$ cat config.mk
export PLATFORM = sky130hd
export DESIGN_NAME = logic_gate_unit_flat
export DESIGN_NICKNAME = d
export VERILOG_FILES = /design/src/rtl/logic_gate_pkg.sv /design/src/rtl/logic_gate_unit_if.sv /design/src/rtl/logic_gate_eval.sv /design/src/rtl/logic_gate_unit.sv /design/src/flat_wrapper.sv
export SDC_FILE = /design/constraint.sdc
export NUM_CORES = 1
export LEC_CHECK = 0
export ABC_AREA = 1
export CAP_MARGIN = 10
export CELL_PAD_IN_SITES_DETAIL_PLACEMENT = 0
export CELL_PAD_IN_SITES_GLOBAL_PLACEMENT = 2
export CORE_ASPECT_RATIO = 1.4
export CORE_MARGIN = 2
export CORE_UTILIZATION = 28
export CTS_CLUSTER_SIZE = 8
export DETAILED_ROUTE_END_ITERATION = 7
export PLACE_DENSITY = 0.91
export SLEW_MARGIN = 10
export SYNTH_ARGS = -nofsm -noshare
export SYNTH_HDL_FRONTEND = slang
export SYNTH_SLANG_ARGS = --single-unit
$ cat constraint.sdc
create_clock -name clk -period 1.7 [get_ports clk]
set_input_delay 0.255 -clock clk [delete_from_list [all_inputs] [get_ports clk]]
set_output_delay 0.255 -clock clk [all_outputs]
set_load 0.02 [all_outputs]
$ cat src/rtl/logic_gate_pkg.sv
// Shared definitions for the logic gate unit: operation codes and FSM states.
package logic_gate_pkg;

   localparam int OP_W = 3;

   // Operation codes as seen on in_op / sweep_op.
   typedef enum logic [OP_W-1:0] {
      OP_AND  = 3'd0,
      OP_OR   = 3'd1,
      OP_NAND = 3'd2,
      OP_NOR  = 3'd3,
      OP_XOR  = 3'd4,
      OP_XNOR = 3'd5,
      OP_NOT  = 3'd6,
      OP_BUF  = 3'd7
   } op_e;

   // Truth-table capture sequencer states.
   typedef enum logic [1:0] {
      ST_IDLE  = 2'd0,
      ST_SWEEP = 2'd1,
      ST_DONE  = 2'd2
   } state_e;

endpackage

$ cat src/rtl/logic_gate_unit_if.sv
// Streaming handshake bundle: operand/op input channel and result output channel.
interface logic_gate_unit_if #(
   parameter int WIDTH  = 8,
   parameter int NUM_IN = 2
) ();

   logic                    in_valid;
   logic                    in_ready;
   logic [NUM_IN*WIDTH-1:0] in_data;
   logic [2:0]              in_op;
   logic                    out_valid;
   logic                    out_ready;
   logic [WIDTH-1:0]        out_data;

   // Producer / consumer side (drives operands, accepts results).
   modport master (
      output in_valid, in_data, in_op, out_ready,
      input  in_ready, out_valid, out_data
   );

   // Logic gate unit side.
   modport slave (
      input  in_valid, in_data, in_op, out_ready,
      output in_ready, out_valid, out_data
   );

endinterface

$ cat src/rtl/logic_gate_eval.sv
// Purely combinational evaluator: applies one op bitwise across NUM_IN
// operands of WIDTH lanes each. Operand k sits at [k*WIDTH +: WIDTH].
module logic_gate_eval
   import logic_gate_pkg::*;
#(
   parameter int WIDTH  = 8,
   parameter int NUM_IN = 2
) (
   input  logic [NUM_IN*WIDTH-1:0] operands,
   input  op_e                     op,
   output logic [WIDTH-1:0]        result
);

   logic [WIDTH-1:0] and_s;
   logic [WIDTH-1:0] or_s;
   logic [WIDTH-1:0] xor_s;
   logic [WIDTH-1:0] op0_s;

   assign op0_s = operands[WIDTH-1:0];

   // Reduce all operands lane-wise into AND / OR / XOR terms.
   always_comb begin
      and_s = {WIDTH{1'b1}};
      or_s  = {WIDTH{1'b0}};
      xor_s = {WIDTH{1'b0}};
      for (int k = 0; k < NUM_IN; k++) begin
         and_s = and_s & operands[k*WIDTH +: WIDTH];
         or_s  = or_s  | operands[k*WIDTH +: WIDTH];
         xor_s = xor_s ^ operands[k*WIDTH +: WIDTH];
      end
   end

   // Select the requested function; NOT/BUF look at operand 0 only.
   always_comb begin
      result = {WIDTH{1'b0}};
      case (op)
         OP_AND:  result = and_s;
         OP_OR:   result = or_s;
         OP_NAND: result = ~and_s;
         OP_NOR:  result = ~or_s;
         OP_XOR:  result = xor_s;
         OP_XNOR: result = ~xor_s;
         OP_NOT:  result = ~op0_s;
         OP_BUF:  result = op0_s;
         default: result = {WIDTH{1'b0}};
      endcase
   end

endmodule

$ cat src/rtl/logic_gate_unit.sv
// Logic gate unit: a one-deep registered streaming evaluator plus a
// truth-table capture sequencer that walks every single-bit input pattern.
module logic_gate_unit
   import logic_gate_pkg::*;
#(
   parameter int WIDTH  = 8,
   parameter int NUM_IN = 2
) (
   input  logic                 clk,
   input  logic                 rst_n,
   logic_gate_unit_if.slave     bus,
   input  logic                 sweep_start,
   input  logic [2:0]           sweep_op,
   output logic                 sweep_busy,
   output logic                 sweep_done,
   output logic [2**NUM_IN-1:0] truth_table
);

   localparam int                TT_W     = 2**NUM_IN;
   localparam logic [NUM_IN-1:0] LAST_IDX = {NUM_IN{1'b1}};
   localparam logic [NUM_IN-1:0] IDX_ONE  = {{(NUM_IN-1){1'b0}}, 1'b1};

   state_e              state_r;
   state_e              state_next_s;
   op_e                 sweep_op_r;
   op_e                 stream_op_s;
   logic [NUM_IN-1:0]   index_r;
   logic [TT_W-1:0]     tt_r;
   logic                busy_r;
   logic                done_r;
   logic                run_en_r;
   logic                out_valid_r;
   logic [WIDTH-1:0]    out_data_r;
   logic                idle_s;
   logic                start_s;
   logic                in_ready_s;
   logic                accept_s;
   logic                consume_s;
   logic [WIDTH-1:0]    stream_result_s;
   logic [0:0]          sweep_bit_s;

   // run_en_r holds the unit quiet until the first clock edge after reset
   // releases, so in_ready is low for the whole reset period.
   assign idle_s      = run_en_r & (state_r == ST_IDLE);
   assign start_s     = idle_s & sweep_start;
   assign in_ready_s  = idle_s & ~sweep_start & (~out_valid_r | bus.out_ready);
   assign accept_s    = bus.in_valid & in_ready_s;
   assign consume_s   = out_valid_r & bus.out_ready;
   assign stream_op_s = op_e'(bus.in_op);

   logic_gate_eval #(
      .WIDTH  (WIDTH),
      .NUM_IN (NUM_IN)
   ) u_stream_eval (
      .operands (bus.in_data),
      .op       (stream_op_s),
      .result   (stream_result_s)
   );

   // The sweep index bits are directly the single-bit operands.
   logic_gate_eval #(
      .WIDTH  (1),
      .NUM_IN (NUM_IN)
   ) u_sweep_eval (
      .operands (index_r),
      .op       (sweep_op_r),
      .result   (sweep_bit_s)
   );

   // Release the unit one cycle after reset deasserts.
   always_ff @(posedge clk or negedge rst_n) begin
      if (!rst_n) begin
         run_en_r <= 1'b0;
      end else begin
         run_en_r <= 1'b1;
      end
   end

   // Output register: load on accept, drop valid on a consume without accept.
   always_ff @(posedge clk or negedge rst_n) begin
      if (!rst_n) begin
         out_valid_r <= 1'b0;
         out_data_r  <= {WIDTH{1'b0}};
      end else if (accept_s) begin
         out_valid_r <= 1'b1;
         out_data_r  <= stream_result_s;
      end else if (consume_s) begin
         out_valid_r <= 1'b0;
      end else begin
         out_valid_r <= out_valid_r;
      end
   end

   // Sequencer next state: sweep_start only acts from IDLE.
   always_comb begin
      state_next_s = state_r;
      case (state_r)
         ST_IDLE: begin
            if (start_s) begin
               state_next_s = ST_SWEEP;
            end else begin
               state_next_s = ST_IDLE;
            end
         end
         ST_SWEEP: begin
            if (index_r == LAST_IDX) begin
               state_next_s = ST_DONE;
            end else begin
               state_next_s = ST_SWEEP;
            end
         end
         ST_DONE: state_next_s = ST_IDLE;
         default: state_next_s = ST_IDLE;
      endcase
   end

   // Sequencer state plus busy/done flags registered from the next state.
   always_ff @(posedge clk or negedge rst_n) begin
      if (!rst_n) begin
         state_r <= ST_IDLE;
         busy_r  <= 1'b0;
         done_r  <= 1'b0;
      end else begin
         state_r <= state_next_s;
         busy_r  <= (state_next_s != ST_IDLE);
         done_r  <= (state_next_s == ST_DONE);
      end
   end

   // Sweep datapath: latch op and clear on start, write one table bit per cycle.
   always_ff @(posedge clk or negedge rst_n) begin
      if (!rst_n) begin
         sweep_op_r <= OP_AND;
         index_r    <= {NUM_IN{1'b0}};
         tt_r       <= {TT_W{1'b0}};
      end else if (start_s) begin
         sweep_op_r <= op_e'(sweep_op);
         index_r    <= {NUM_IN{1'b0}};
         tt_r       <= {TT_W{1'b0}};
      end else if (state_r == ST_SWEEP) begin
         tt_r[index_r] <= sweep_bit_s[0];
         index_r       <= index_r + IDX_ONE;
      end else begin
         tt_r <= tt_r;
      end
   end

   assign bus.in_ready  = in_ready_s;
   assign bus.out_valid = out_valid_r;
   assign bus.out_data  = out_data_r;
   assign sweep_busy    = busy_r;
   assign sweep_done    = done_r;
   assign truth_table   = tt_r;

endmodule
$ cat src/flat_wrapper.sv
// flat-port wrapper written by rule: the top's interface ports become plain ports
module logic_gate_unit_flat import logic_gate_pkg::*;
#(
   parameter int WIDTH  = 8,
   parameter int NUM_IN = 2
)
  (clk, rst_n, sweep_start, sweep_op, sweep_busy, sweep_done, truth_table, bus_in_valid, bus_in_data, bus_in_op, bus_out_ready, bus_in_ready, bus_out_valid, bus_out_data);
  logic_gate_unit_if #(.WIDTH(WIDTH), .NUM_IN(NUM_IN)) bus_i ();
  input  logic clk;
  input  logic rst_n;
  input  logic sweep_start;
  input  logic [2:0] sweep_op;
  output logic sweep_busy;
  output logic sweep_done;
  output logic [2**NUM_IN-1:0] truth_table;
  input wire logic [$bits(bus_i.in_valid)-1:0] bus_in_valid;
  input wire logic [$bits(bus_i.in_data)-1:0] bus_in_data;
  input wire logic [$bits(bus_i.in_op)-1:0] bus_in_op;
  input wire logic [$bits(bus_i.out_ready)-1:0] bus_out_ready;
  output wire logic [$bits(bus_i.in_ready)-1:0] bus_in_ready;
  output wire logic [$bits(bus_i.out_valid)-1:0] bus_out_valid;
  output wire logic [$bits(bus_i.out_data)-1:0] bus_out_data;
  assign bus_i.in_valid = bus_in_valid;
  assign bus_i.in_data = bus_in_data;
  assign bus_i.in_op = bus_in_op;
  assign bus_i.out_ready = bus_out_ready;
  assign bus_in_ready = bus_i.in_ready;
  assign bus_out_valid = bus_i.out_valid;
  assign bus_out_data = bus_i.out_data;
  logic_gate_unit #(.WIDTH(WIDTH), .NUM_IN(NUM_IN)) u_core (.clk(clk), .rst_n(rst_n), .bus(bus_i), .sweep_start(sweep_start), .sweep_op(sweep_op), .sweep_busy(sweep_busy), .sweep_done(sweep_done), .truth_table(truth_table));
endmodule
=== Word level (Yosys, flattened, before mapping) ===
Cells that the tools add are included.

* Add/subtract/negate cells: 1
* Order comparisons: 2
* Eq/ne operators: 17
* Multiplexer cells: 14
* Bitwise logic cells: 23
* Reduce and logical (&&, ||, !) cells: 7

{| class="wikitable"
|+ Operators with widths
! kind !! count
|-
| 8-bit one-hot mux with 8 select lines || 1
|-
| 8-bit NOT || 4
|-
| 3-bit equality test (second input constant) || 8
|-
| 3-bit by 2-bit equality test with 1-bit output (second input constant) || 4
|-
| 8-bit bitwise AND || 1
|-
| 4-bit two-way mux || 2
|-
| 8-bit OR || 1
|-
| 1-bit one-hot mux with 8 select lines || 1
|-
| 8-bit bitwise XOR || 1
|-
| 1-bit bitwise AND || 7
|-
| 3-bit by 1-bit equality test with 1-bit output (second input constant) || 2
|-
| 3-bit zero test || 2
|-
| 2-bit two-way mux || 3
|-
| 1-bit NOT || 6
|-
| 2-bit nonzero test || 3
|-
| 4-bit bitwise mux || 1
|-
| 2-bit equality test (second input constant) || 2
|-
| 1-bit two-way mux || 4
|-
| 2-bit one-hot mux with 2 select lines || 1
|-
| 2-bit by 3-bit less-than comparator with 1-bit output (second input constant) || 1
|-
| 2-bit by 1-bit adder with 2-bit output (second input constant) || 1
|-
| 1-bit demux with 2-bit select || 1
|-
| 2-bit by 1-bit equality test with 1-bit output (second input constant) || 1
|-
| 2-bit by 1-bit greater-or-equal comparator with 1-bit output (second input constant) || 1
|-
| other kinds (4) || 5
|}

* Register bits: 23
* Input port bits: 27
* Output and inout port bits: 16

=== Logic depth before layout (Yosys ltp) ===
Gate-level depths: netlist of run 1.

* Word-level depth: 7
* Depth in mapped cells: 10

=== Cells and area by module ===
Synthesis of run 1 repeated with hierarchy kept, for this count alone.

* Cells, all modules: 314
* Area, all modules: 2,169.6 µm²

{| class="wikitable"
|+ By module, submodules not included
! module !! times used !! cells each !! area an instance (µm²) !! seq. area each (µm²)
|-
| logic_gate_unit || 1 || 111 || 1,028.5 || 575.6
|-
| logic_gate_eval at u_core.u_stream_eval || 1 || 178 || 1,023.5 || 0.0
|-
| logic_gate_eval at u_core.u_sweep_eval || 1 || 25 || 117.6 || 0.0
|}

=== Worst setup path after synthesis of run 1 ===
Ideal clock, no wire load.

* Path type: register to register
* Start point: register u_core.index_r[0]
* End point: register u_core.tt_r[0], in the netlist u_core.truth_table[0]
* Library setup time: 0.123 ns
* Arrival time: 1.206 ns
* Required time: 1.577 ns
* Slack: 0.371 ns
* Cell stages (with the launch flop): 9
* Path buffers: 0
* Period minus slack after synthesis: 1.329 ns
* Path through: dfrtp_1 inv_1 ha_1 o21ai_0 nand2_1 nand3_1 nand2_1 nand2_1 a21oi_1

* Longest elaborated chain between the ends: 7
* Elaborated cells between the ends (all ways): 16

{| class="wikitable"
|+ RTL lines
! element !! line !! source
|-
| start: declaration || logic_gate_unit.sv:27 || <nowiki>logic [NUM_IN-1:0] index_r;</nowiki>
|-
| start signal: assignment || logic_gate_unit.sv:134 || <nowiki>index_r <= {NUM_IN{1'b0}};</nowiki>
|-
| start signal: assignment || logic_gate_unit.sv:138 || <nowiki>index_r <= {NUM_IN{1'b0}};</nowiki>
|-
| start signal: assignment || logic_gate_unit.sv:142 || <nowiki>index_r <= index_r + IDX_ONE;</nowiki>
|-
| 2-bit by 3-bit less-than comparator with 1-bit output (implied by the code) / 2-bit by 1-bit greater-or-equal comparator with 1-bit output (equally long branches) || logic_gate_unit.sv:141 || <nowiki>tt_r[index_r] <= sweep_bit_s[0];</nowiki>
|-
| 1-bit logical AND (implied by the code) || logic_gate_unit.sv:141 ||
|-
| 1-bit two-way mux (implied by the code) || logic_gate_unit.sv:141 ||
|-
| 1-bit demux with 2-bit select || n/a ||
|-
| 4-bit bitwise mux * || logic_gate_unit.sv:141 ||
|-
| 4-bit two-way mux * || logic_gate_unit.sv:140 || <nowiki>end else if (state_r == ST_SWEEP) begin</nowiki>
|-
| 4-bit two-way mux * || logic_gate_unit.sv:136 || <nowiki>end else if (start_s) begin</nowiki>
|-
| end signal: assignment || logic_gate_unit.sv:135 || <nowiki>tt_r <= {TT_W{1'b0}};</nowiki>
|-
| end signal: assignment || logic_gate_unit.sv:139 || <nowiki>tt_r <= {TT_W{1'b0}};</nowiki>
|-
| end signal: indexed assignment || logic_gate_unit.sv:141 ||
|-
| end: declaration || logic_gate_unit.sv:28 || <nowiki>logic [TT_W-1:0] tt_r;</nowiki>
|}

Every way passes the cells marked *; elsewhere a longest branch is shown, timed or not. The select of a mux whose other input is x is not followed.
A chain may end at the register's enable or synchronous reset.

=== Worst setup path in the final report of run 1 ===
* Start point: register u_core.out_valid_r, in the netlist u_core.bus.out_valid
* End point: output bus_out_valid

{| class="wikitable"
|+ RTL lines
! element !! line !! source
|-
| start: declaration || logic_gate_unit.sv:32 || <nowiki>logic out_valid_r;</nowiki>
|-
| start signal: assignment || logic_gate_unit.sv:90 || <nowiki>out_valid_r <= out_valid_r;</nowiki>
|-
| end: declaration || flat_wrapper.sv:21 || <nowiki>output wire logic [$bits(bus_i.out_valid)-1:0] bus_out_valid;</nowiki>
|}

No word-level cell between the ends.

==> results.toml, run 1 <==
[run_status]
status = "completed"

[grt]
grt_max_degree = 24
grt_first_pass_wirelength_um = 8107
grt_use_total_pct = 12.68
top_usage_layer = "met2"
grt.overflow.total = 0
grt_pass1_vias = 1859
use_met3_pct = 1.647
antenna_found_initial = 0
grtUsageMet1_pct = 15.69
grtUsageMet2_pct = 22.17

[flow_run]
max-cap-violations = 0

[setup_path]
slowest_stage = "clkdlybuf4s50_1"
crit_path_max_incr_delay_ps = 620
path_class = "reg -> out"
rrSetupSlack_ps = 200
path_cells = "clkdlybuf4s50_1"
cp_num_buf_inv = 1
end_kind = "output port"
cp.arrival_ps = 1270
reg2reg_depth = 8
worst_path_dominant_cell_family = "buffers and inverters"
crit_fanout = 3
cp.depth = 1
cp_data_required_time_ps = 1440
cp-start-kind = "flop"

[power]
vdd.ir_drop.worst_uv = 773.9
pwr-share-seq_pct = 33.0
intPower_w = 0.001639
power_frac_comb_pct = 55.3
p_leak_nw = 1.395
power.switching_w = 0.001201
pwr-share-clk_pct = 11.7
p_total_w = 0.002841
power.density_nw_per_um2 = 1065
p_sw_share_pct = 42.30

[sta]
finalHoldViolations = 0
slew_violations = 0
grt_setup_unrepaired = "no"
setup_viol = 0
holdWs_ps = 338.7
post-route-period-util_pct = 89.60
fin_crit_ps = 1523
finClkSkew_ps = 2.120
max_freq_mhz = 656.5

[clock_network]
cts_sinks = 23
hold_buffers = 0
tritoncts = "built"
post_cts_buffers = 0
clk_latency_ps = 260
clk_pin_slew_worst_paths_ps = 80
htreeDepth = 1
clock_path_buffers = 2
cts_buffers = 3
cts.root.buffer_cell = "clkbuf_8"

[layout]
n_antenna_cell = 0
drive_gt1_share_pct = 11.14
fin_nets = 389
final_area_um2 = 2666
fin_util_pct = 38.44
final_cell_mix = "76 x nand2_1, 45 x inv_1, 41 x clkdlybuf4s50_1"
final_common_cell = "nand2_1"
synthToLayoutAreaGrowth_pct = 32.77

[worst_hold_path]
hold_class = "in -> async"

[yosys]
syn_avg_cell_area_um2 = 7.046
yosysSeqAreaShare_pct = 28.66
ys_ff_latch = 23
netlist_area_um2 = 2008
yosysWarnings = 0
yosysUniqueCellTypes = 29
syn-num-nets = 332
netlist_instances = 285

[die]
die_w_um = 75.58
die_area_um2 = 7875
io_pins = 43
initial_core_util_pct = 28.95
rows = 36
die_h_um = 104.2
core_area_um2 = 6937

[place]
gp_congestion = 0.8503
dpl.hpwl_um = 3914
placed_cell_area_um2 = 2626
portBuffers = 42

[routing]
wl_um = 4782
first_pass_iters = 4
ant_nets = 0
post_drt_via_cell_ratio = 4.303
drc = 0
routed-via-count = 1876
dr.first_iter.drc_count = 62
drt-wirelength-per-cell_um = 10.97
==> metal layers <==
| metal | share of wire, % | routed length, um | vias to the layer above |
|---|---|---|---|
| li1 | - | - | 1004 |
| met1 | 44 | 2091 | 816 |
| met2 | 49 | 2359 | 46 |
| met3 | 5.0 | 239 | 10 |
| met4 | 1.9 | 92 | 0 |
| met5 | 0 | 0 | - |
==> per-stage QoR <==
stage	std cells	setup TNS [ps]	setup slack, ps
floorplan	285	0	371.3
global placement	432	-485.5	-249.3
detailed placement	432	-497.0	-218.9
finish	436	0	176.8
CTS	436	0	42.14
global route	436	0	5.695
==> state kept, by name (all words and copies together), names as in the netlist <==
| name | count |
|---|---|
| u_core.truth_table | 4 |
| u_core.bus.out_valid | 1 |
| u_core.index_r | 2 |
| u_core.sweep_op_r | 3 |
| u_core.bus.out_data | 8 |
| u_core.sweep_busy | 1 |
| u_core.sweep_done | 1 |
| u_core.state_r | 2 |
| u_core.run_en_r | 1 |
==> cell type report <==
type	count	area [um^2]
Fill cell	761	4270
Multi-Input combinational cell	207	1189
Sequential cell	23	575.6
Timing Repair Buffer	57	540.5
Inverter	50	197.7
Tap cell	95	118.9
Clock buffer	4	45.04
==> cells by family after synthesis <==
family	Yosys count	synth area share, %
and+or+nand+nor	148	36.82
buffers and inverters	55	12.15
muxes	1	0.4985
adders and majority gates	20	12.46
other	1	0.1867
DFF	23	28.66
AOI/OAI and AO/OA	37	9.221
==> final timing paths <==
kind | startpoint | endpoint
max reg2reg | u_core.index_r[0] | u_core.truth_table[0]
min in group clk | u_core.bus.out_data[7] | u_core.bus.out_data[7]
min reg2reg | u_core.bus.out_data[7] | u_core.bus.out_data[7]
max | u_core.bus.out_valid | bus_out_valid
max in group asynchronous | rst_n | u_core.state_r[0]
min | rst_n | u_core.truth_table[0]
==> power by group through the flow <==
stage               logic, W  registers (W)  clock network [W]
floorplan           0.000768        0.00111                  0
global placement     0.00159       0.000951                  0
detailed placement   0.00160       0.000950                  0
CTS                  0.00161       0.000941           0.000351
global route         0.00179       0.000964           0.000373
finish               0.00157       0.000937           0.000333
==> Yosys cell counts <==
cell type,n,area (um^2)
ha_1,20,250.2
a21oi_1,11,55.05
nor3_4,1,16.27
nand2_2,2,12.51
inv_4,2,12.51
buf_4,1,7.510
clkinv_4,1,8.760
nor3_1,2,10.01
nor2_8,1,20.02
nor2_2,1,6.260
buf_6,3,33.78
o21ai_1,14,70.07
nand3_1,13,65.06
o21ai_0,12,60.06
nand2_1,76,285.3
inv_2,2,7.510
nand4_4,1,21.27
nor2_4,3,33.78
nand2_4,1,11.26
inv_1,45,168.9
nor2_1,33,123.9
dfrtp_1,23,575.6
mux2i_1,1,10.01
conb_1,1,3.750
nand3b_1,1,7.510
buf_2,1,5.000
nand4_1,8,50.05
nand3_4,4,70.07
or2_1,1,6.260
==> timing repair <==
item,4_1_cts,5_1_grt
endpoints found under the setup margin,1,1
endpoints found under the hold margin,0,0
gates cloned,0,0
gates resized for setup,1,2
No activity file was read; power rests on OpenSTA's default activity.
==> inputs of run 2 (changes only) <==
--- a/config.mk
+++ b/config.mk
@@ -19,3 +19,4 @@
 export SYNTH_ARGS = -nofsm -noshare
 export SYNTH_HDL_FRONTEND = slang
 export SYNTH_SLANG_ARGS = --single-unit
+export TNS_END_PERCENT = 5
==> results of run 2 <==
The final DEF is identical to that of run 1; final timing and power are the same.
==> inputs of run 3 (changes only) <==
--- a/config.mk
+++ b/config.mk
@@ -11,12 +11,13 @@
 export CELL_PAD_IN_SITES_GLOBAL_PLACEMENT = 2
 export CORE_ASPECT_RATIO = 1.4
 export CORE_MARGIN = 2
-export CORE_UTILIZATION = 28
+export CORE_UTILIZATION = 29
 export CTS_CLUSTER_SIZE = 8
 export DETAILED_ROUTE_END_ITERATION = 7
-export PLACE_DENSITY = 0.91
-export SLEW_MARGIN = 10
+export PLACE_DENSITY = 0.93
+export SLEW_MARGIN = 25
 export SYNTH_ARGS = -nofsm -noshare
 export SYNTH_HDL_FRONTEND = slang
+export SYNTH_HIERARCHICAL = 1
 export SYNTH_SLANG_ARGS = --single-unit
 export TNS_END_PERCENT = 5
==> run 3 against run 2 <==
Against the previous run:
- first-iteration DRC count is 32% lower
- sequential power is 1% lower
- area after synthesis is 8.0% higher
- clock skew hardly changed
- largest power group unchanged
==> results.toml, run 3 <==
[run_status]
status = "completed"

[setup_path]
crit_path_max_incr_delay_ps = 460
reg2reg_to = "u_core/truth_table[1]"
rr_startpoint = "u_core/index_r[1]"
end_kind = "output port"
crit_path_frequent_cell = "nand2_1"
worst_path_dominant_cell_family = "buffers and inverters"
cp_num_buf_inv = 3
reg2reg_depth = 11
cp.depth = 6
path_cells = "clkdlybuf4s50_1, inv_1, nand2_1, nand2_1, nor2_8, buf_2"
cp.arrival_ps = 1340
path_class = "in -> out"
rrSetupSlack_ps = 250
critPathCapture = "bus_in_ready"
slowest_stage = "clkdlybuf4s50_1"
cp_data_required_time_ps = 1440
cp-start-kind = "input pin"
crit_fanout = 8
critPathLaunch = "bus_out_ready"

[layout]
multi_input_area_um2 = 1269
synthToLayoutAreaGrowth_pct = 31.49
final_common_cell = "nand2_1"
largest_reg_flops = 8
n_antenna_cell = 0
seq_area_um2 = 575.6
fin_nets = 424
drive_gt1_share_pct = 12.57
fin_util_pct = 39.00
final_cell_mix = "78 x nand2_1, 55 x inv_1, 41 x clkdlybuf4s50_1"
num-fill-cells = 816

[die]
die_h_um = 106.3
initial_core_util_pct = 29.66
core_area_um2 = 7315
io_pins = 43
rows = 37
die_area_um2 = 8199
die_w_um = 77.10

[routing]
drt-wirelength-per-cell_um = 11.17
ant_nets = 0
wl_um = 5261
routed-via-count = 2138
first_pass_iters = 4
post_drt_via_cell_ratio = 4.539
dr.first_iter.drc_count = 42
drc = 0

[yosys]
yosys.area.top_type = "dfrtp_1"
netlist_top_cells_count = "78 x nand2_1, 55 x inv_1, 35 x nand4_1, 30 x nand3_1, 27 x nor2_1"
synth_enable_flop_cells = 0
syn-num-nets = 363
syn_avg_cell_area_um2 = 6.909
yosysUniqueCellTypes = 25
yosysWarnings = 6
ys.flop_type = "dfrtp_1"
synth_top_area_share_pct = 26.53
netlist_area_um2 = 2170
netlist_instances = 314
ys_ff_latch = 23
async_flop_share_pct = 100.0
synthTopCellsByArea = "dfrtp_1 27%, nand2_1 13%, ha_1 13%"
synth_most_common_cell = "nand2_1"
yosysSeqAreaShare_pct = 26.53

[place]
dpl.hpwl_um = 4190
portBuffers = 42
gp_congestion = 0.8207

[sta]
finClkSkew_ps = 1.843
grt_setup_unrepaired = "no"
finalHoldViolations = 0
max_freq_mhz = 625.8
fin_crit_ps = 1598
post-route-period-util_pct = 94.00
slew_violations = 0
setup_viol = 0

[grt]
grt_max_degree = 24
grt_first_pass_wirelength_um = 9439
grt_use_total_pct = 13.73
antenna_found_initial = 0
grtUsageMet1_pct = 16.83
top_usage_layer = "met2"
use_met3_pct = 1.019
grt.overflow.total = 0
grt_pass1_vias = 2096
grtUsageMet2_pct = 26.00

[clock_network]
hold_buffers = 0
tritoncts = "built"
htreeDepth = 1
clock_path_buffers = 2
cts.root.buffer_cell = "clkbuf_8"
cts_sinks = 23
clk_pin_slew_worst_paths_ps = 80
cts_buffers = 3
clk_latency_ps = 260

[worst_hold_path]
hold_class = "in -> async"

[power]
p_total_w = 0.002849
power.density_nw_per_um2 = 998.6
p_leak_nw = 1.582
vdd.ir_drop.worst_uv = 433.8

[flow_run]
max-cap-violations = 0
## run 3: cell count changes in the layout (fill, tap and decap cells not counted), moves of 6 or more
cell	change
inv_1	+10
nand3_1	+17
nand4_1	+27
o21ai_0	-9
nor2_1	-6
a21oi_1	-10
o21ai_1	-14
nand3b_1	+7
buf_4	+13
## run 3: cells by family (layout without fill, tap and decap cells)
group                    Yosys count  in the layout  synth area share, %
flip-flops                        23             23                26.53
AND/OR/NAND/NOR                  189            189                43.43
AO/OA/AOI/OAI                      7              7                2.191
other                              1              1               0.1728
adder cells (fa/ha/maj)           22             22                12.69
buffers and inverters             72            132                14.99
## run 3: layer usage
layer	routed length, um	vias up	share of wire (%)
met5	0	-	0
met4	24	0	0.46
li1	-	1130	-
met2	2811	45	53
met3	171	2	3.3
met1	2254	961	43
## run 3: how the worst min path moves through the flow
stage,from,end,depth (start not counted)
finish,rst_n,u_core/truth_table[1],2
global route,rst_n,u_core/sweep_busy,2
CTS,rst_n,u_core/index_r[0],2
detailed placement,u_core/bus.out_data[0],u_core/bus.out_data[0],2
global placement,u_core/bus.out_data[1],u_core/bus.out_data[1],2
floorplan,rst_n,u_core/bus.out_data[0],0
## run 3: area by class of cell
class / count / share of cell area (%)
Multi-Input combinational cell: 219 / 44.47
Timing Repair Buffer: 69 / 21.67
Sequential cell: 23 / 20.18
Inverter: 59 / 7.851
Tap cell: 97 / 4.254
Clock buffer: 4 / 1.579
## run 3: what timing repair did
| action | in CTS | in global routing |
|---|---|---|
| buffers inserted | 0 | 1 |
| endpoints found under the setup margin | 1 | 1 |
| resized for setup | 3 | 1 |
| pin swaps | 0 | 1 |
## run 3: power breakdown
part	internal [W]	switching (W)	leakage [nW]
clock	0.000167	0.000169	0.0228
combinational	0.000682	0.000907	1.27
sequential	0.000768	0.000156	0.292
total	0.00162	0.00123	1.58
## run 3: stage by stage
| step | TNS, ps | worst slack [ps] | std cells | hold WS (ps) | area, um^2 |
|---|---|---|---|---|---|
| floorplan | 0 | 385.5 | 314 | -40.59 | 2170 |
| global placement | -786.6 | -316.3 | 466 | 460.4 | 2805 |
| detailed placement | -1111 | -329.2 | 466 | 465.4 | 2805 |
| CTS | 0 | 8.971 | 470 | 358.5 | 2851 |
| global route | 0 | 15.47 | 471 | 380.3 | 2853 |
| finish | 0 | 102.1 | 471 | 352.8 | 2853 |
